File: config.mk
export PLATFORM = sky130hd
export DESIGN_NAME = ras_commit
export DESIGN_NICKNAME = d
export VERILOG_FILES = /design/src/rtl/ras_commit.sv
export SDC_FILE = /design/constraint.sdc
export NUM_CORES = 2
export LEC_CHECK = 0
export ABC_CLOCK_PERIOD_IN_PS = 12500
export CORE_MARGIN = 1
export CORE_UTILIZATION = 60
export CTS_CLUSTER_SIZE = 8
export DETAILED_ROUTE_END_ITERATION = 16
export PLACE_DENSITY = 0.82
export RECOVER_POWER = 100
export SLEW_MARGIN = 25
export SYNTH_ARGS = -nofsm -noshare
export SYNTH_HDL_FRONTEND = slang
export SYNTH_SLANG_ARGS = --single-unit
File: constraint.sdc
create_clock -name clk -period 12.5 [get_ports clk]
set_clock_uncertainty 0.2 [all_clocks]
set_input_delay 1.875 -clock clk [delete_from_list [all_inputs] [get_ports clk]]
set_output_delay 1.875 -clock clk [all_outputs]
set_load 0.02 [all_outputs]
File: src/rtl/ras_commit.sv
// Commit-side return-address stack: tracks retired calls/returns in compressed
// {pc, repeat counter} form and streams committed entries to the fetch stack on flush.
module ras_commit #(
    parameter int LEN          = 64,
    parameter int COMMIT_WIDTH = 2
) (
    input  logic                        clk,
    input  logic                        reset,
    input  logic [32*COMMIT_WIDTH-1:0]  commit_pc,
    input  logic [COMMIT_WIDTH-1:0]     commit_call,
    input  logic [COMMIT_WIDTH-1:0]     commit_ret,
    input  logic                        flush,
    input  logic                        restore_ready,
    output logic                        restore_valid,
    output logic [$clog2(LEN)-1:0]      restore_addr,
    output logic [31:0]                 restore_pc,
    output logic [7:0]                  restore_counter,
    output logic                        restore_done,
    output logic [$clog2(LEN)-1:0]      restore_top,
    output logic                        busy
);
    localparam int AW = $clog2(LEN);
    localparam int DW = AW + 1;

    typedef enum logic [1:0] {IDLE, STREAM, DONE} state_t;

    state_t         state, state_nxt;
    logic [AW-1:0]  top, top_m1, idx, idx_nxt, rd_addr;
    logic [DW-1:0]  depth, n_snap, n_nxt;
    logic [39:0]    mem [LEN];

    logic           ev_valid, ev_call, commit_en, hit;
    logic [31:0]    ev_pc, top_pc, rd_pc;
    logic [7:0]     top_cnt, rd_cnt;

    always_comb begin
        ev_valid = 1'b0;
        ev_call  = 1'b0;
        ev_pc    = '0;
        for (int i = 0; i < COMMIT_WIDTH; i++) begin
            if (!ev_valid && (commit_call[i] || commit_ret[i])) begin
                ev_valid = 1'b1;
                ev_call  = commit_call[i];
                ev_pc    = commit_pc[32*i +: 32];
            end
        end
    end

    assign top_m1            = top - AW'(1);
    assign {top_pc, top_cnt} = mem[top_m1];
    assign commit_en         = ev_valid && (state == IDLE);
    assign hit               = (depth != '0) && (top_pc == ev_pc) && (top_cnt != 8'hFF);

    always_ff @(posedge clk or negedge reset) begin
        if (!reset) begin
            top   <= '0;
            depth <= '0;
        end else if (commit_en) begin
            if (ev_call) begin
                if (!hit) begin
                    top <= top + AW'(1);
                    if (depth != DW'(LEN))
                        depth <= depth + DW'(1);
                end
            end else if ((depth != '0) && (top_cnt == 8'h00)) begin
                top   <= top_m1;
                depth <= depth - DW'(1);
            end
        end
    end

    // Entry storage carries no reset; a full ring silently overwrites the oldest slot.
    always_ff @(posedge clk) begin
        if (commit_en) begin
            if (ev_call) begin
                if (hit)
                    mem[top_m1] <= {top_pc, top_cnt + 8'd1};
                else
                    mem[top] <= {ev_pc, 8'h00};
            end else if ((depth != '0) && (top_cnt != 8'h00)) begin
                mem[top_m1] <= {top_pc, top_cnt - 8'd1};
            end
        end
    end

    always_ff @(posedge clk or negedge reset) begin
        if (!reset) begin
            state  <= IDLE;
            idx    <= '0;
            n_snap <= '0;
        end else begin
            state  <= state_nxt;
            idx    <= idx_nxt;
            n_snap <= n_nxt;
        end
    end

    // A flush in any state restarts the pass from the oldest entry with a fresh snapshot.
    always_comb begin
        state_nxt = state;
        idx_nxt   = idx;
        n_nxt     = n_snap;
        if (flush) begin
            idx_nxt   = '0;
            n_nxt     = depth;
            state_nxt = (depth == '0) ? DONE : STREAM;
        end else begin
            case (state)
                IDLE: state_nxt = IDLE;
                STREAM: begin
                    if (restore_ready) begin
                        if ({1'b0, idx} == n_snap - DW'(1))
                            state_nxt = DONE;
                        else
                            idx_nxt = idx + AW'(1);
                    end
                end
                DONE:    state_nxt = IDLE;
                default: state_nxt = IDLE;
            endcase
        end
    end

    assign rd_addr         = top - n_snap[AW-1:0] + idx;
    assign {rd_pc, rd_cnt} = mem[rd_addr];

    assign restore_valid   = (state == STREAM);
    assign restore_addr    = restore_valid ? rd_addr : '0;
    assign restore_pc      = restore_valid ? rd_pc : '0;
    assign restore_counter = restore_valid ? rd_cnt : '0;
    assign restore_done    = (state == DONE);
    assign restore_top     = restore_done ? top : '0;
    assign busy            = (state != IDLE);

    always_ff @(posedge clk) begin
        if (reset) begin
            assert ($countones(commit_call | commit_ret) <= 1);
            assert (!(busy && ev_valid));
        end
    end
endmodule

==> metrics.txt <==
Initial Utilization 60.61%; clock latency on the worst-skew pair 1.00 ns; Syn Nets 6278; area leader, netlist edfxtp_1; GR peak layer met2; failing checks max-capacitance violations, max-slew violations; Mapped Area 123000 sq um; Synth top area share 62.49%; Port Buf Inserts 126; part of the cycle the worst path needs 91.11%; worst path buffer plus inverter count 4; slowest stage cell, crit path dfrtp_1; total track usage 43.45%; met2 Resource Use GR 61.20%; sequential share of the synthesized area 63.06%; Post-Syn Instances 6179; GR Layer Usage met1 52.48%; asr flop ratio synth 1.082%; Fmax 87.81 MHz; Synth-to-Final Area Change 12.59%; RePlAce Congestion 0.9854; DRT antenna net count 0; final instance area 138500 sq um; Die Area 206800 sq um; Final Util 68.25%; largest net degree at the start of global routing 112; most frequent cells after synthesis 2560 x edfxtp_1, 1477 x mux4_2, 439 x nand2_1, 235 x clkbuf_1, 141 x nand3_1; IO Pins 127; first-pass GRT wire length 612.6 mm; TritonRoute pass-1 iters 9; Setup crit start top[0]$_DFFE_PN0P_; kind of cell adding the most delay to the critical path buffers and inverters; CTS Sinks 2588; PostCTS Resize Cnt 0; dpl hpwl 242.4 mm; Final #Nets 6557; met3 usage 20.70%; Worst-Margin Slew 3.150 ns; min Tclk post-route 11.39 ns; Vias 77.95k; initial antenna violation count 20; Synth Register Bits 2588; DRC violations left 0; Final TNS setup 0 ns; most frequent cell after synthesis edfxtp_1; Top FF cell, synth edfxtp_1; final setup fails 0; EDFF count, synth 2560; Crit. End Element register; routed length per placed instance 48.28 um; maximum fanout along the worst path 79; hold_sp n_snap[6]$_DFFE_PN0P_; max capacitance violation total 32; count of different cell masters after synthesis 87; Fill cells 11.81k; relative slew slack -110.0%; Detailed Route Iter0 Violations 14.92k; crit-path max cell delay 1.76 ns; Worst Setup Slack, final 1.111 ns; CP most frequent cell mux4_2; unrepaired setup endpoints after global routing false; Required @ worst endpoint 12.85 ns; pre-CTS WS 2.818 ns; die width 454.8 um; DP Area 129200 sq um; CTS tree done; Max clock buf depth 4; layout cell share with drive strength beyond 1 34.73%; Area contributors post-synth edfxtp_1 62%, mux4_2 27%, nand2_1 1.3%, mux2i_1 0.79%, clkbuf_1 0.72%; # hold bufs at CTS 0; core box area 202900 sq um; clock-pin slew on the worst setup and hold paths 0.05 ns; Slew Viols, Final 942; vias in the first global route 78.32k; grt ovf 0; run status finished, violations left; Detailed Route WL 443.2 mm; post-CTS setup buffer count 0; Die H 454.8 um; Hold Path Class register to register; Root Buffer Master clkbuf_16; H-Tree Depth 5; Setup Crit Path Kind register to register; TritonCTS Buffers 375; Critical Path Source Type register; Yosys warnings 0; synthesized area per cell 19.91 sq um; reg-to-reg critical path startpoint top[0]$_DFFE_PN0P_; cell chain of the critical path clkinv_1, ha_4, buf_12, buf_4, mux4_2, mux4_2, a22oi_1, nand3_1, nand2_1, nor3_1, nand4b_1, or4_4, nand2_8, mux2_1, a211oi_4, clkbuf_1; Hold Fails Final Rpt 0; Avg Vias per Cell 8.491; row count 165; Worst EP arrival 11.74 ns
## stage by stage
step           hold WS (ns)  cells
2_1_floorplan        0.2978   6179
3_3_place_gp         0.3238   8743
3_5_place_dp         0.3366   8749
4_1_cts              0.3478   9159
5_1_grt              0.3676   9167
6_report             0.3520   9180
## worst register-to-register path, cell delays in order (launching register included)
cell	delay (ns)
dfrtp_1	1.76
clkinv_1	0.49
ha_4	1.15
buf_12	0.53
buf_4	0.69
mux4_2	0.40
mux4_2	0.48
a22oi_1	0.42
nand3_1	0.30
nand2_1	0.15
nor3_1	0.12
nand4b_1	0.22
or4_4	0.73
nand2_8	0.67
mux2_1	0.77
a211oi_4	0.66
clkbuf_1	1.22
## cells in the final DEF, fill, tap and decap left out, types with 46 or more instances in the layout
cell type	count
nor2b_1	46
clkbuf_16	379
clkdlybuf4s50_1	89
mux4_2	1477
nand2_1	438
nand4_1	125
nor2_1	80
mux2i_1	87
a211oi_1	97
buf_4	184
nand3_1	141
edfxtp_1	2560
## final cells by class
| type | instances | area, sq um | area share [%] |
|---|---|---|---|
| Antenna cell | 17 | 42.54 | 0.03072 |
| Clock buffer | 396 | 9548 | 6.894 |
| Clock inverter | 14 | 162.7 | 0.1174 |
| Inverter | 30 | 113.9 | 0.08221 |
| Multi-Input combinational cell | 3065 | 43940 | 31.72 |
| Sequential cell | 2588 | 77580 | 56.01 |
| Tap cell | 2672 | 3343 | 2.414 |
| Timing Repair Buffer | 398 | 3775 | 2.726 |
## routing by layer
metal | up-vias | wire length, um
met1 | 39242 | 126900
li1 | 27129 | -
met2 | 9396 | 190400
met3 | 2164 | 84960
met4 | 20 | 40770
met5 | - | 139
## final timing paths
kind                       slack [ns]               endpoint  cells past startpoint
setup / recovery                 1.11  mem[44][31]$_DFFE_PP_                     16
hold / removal                   0.35  n_snap[6]$_DFFE_PN0P_                      1
setup reg to reg                 1.11  mem[44][31]$_DFFE_PP_                     16
hold reg to reg                  0.35  n_snap[6]$_DFFE_PN0P_                      1
max in group asynchronous        9.33     top[5]$_DFFE_PN0P_                      2
min in group asynchronous        1.70   state[0]$_DFFE_PN0P_                      2
## registers in the layout, summed over array words and instances, names as in the netlist
register	cells
depth	7
state	2
idx	6
n_snap	7
mem	2560
top	6
## logic make-up (layout without fill, tap and decap cells)
group	Yosys count	in the layout	share of synthesized area, %
flops	2588	2588	63.06
mux	1604	1604	28.15
buf+inv	526	838	1.932
compound gates	379	379	2.233
xor+xnor	80	80	0.5910
simple gates	975	975	3.715
fa+ha+maj	27	27	0.3113
other cells	0	17	0
Power is not shown: default switching activity piles up to over one toggle a cycle in this logic, so the estimate is an artifact.
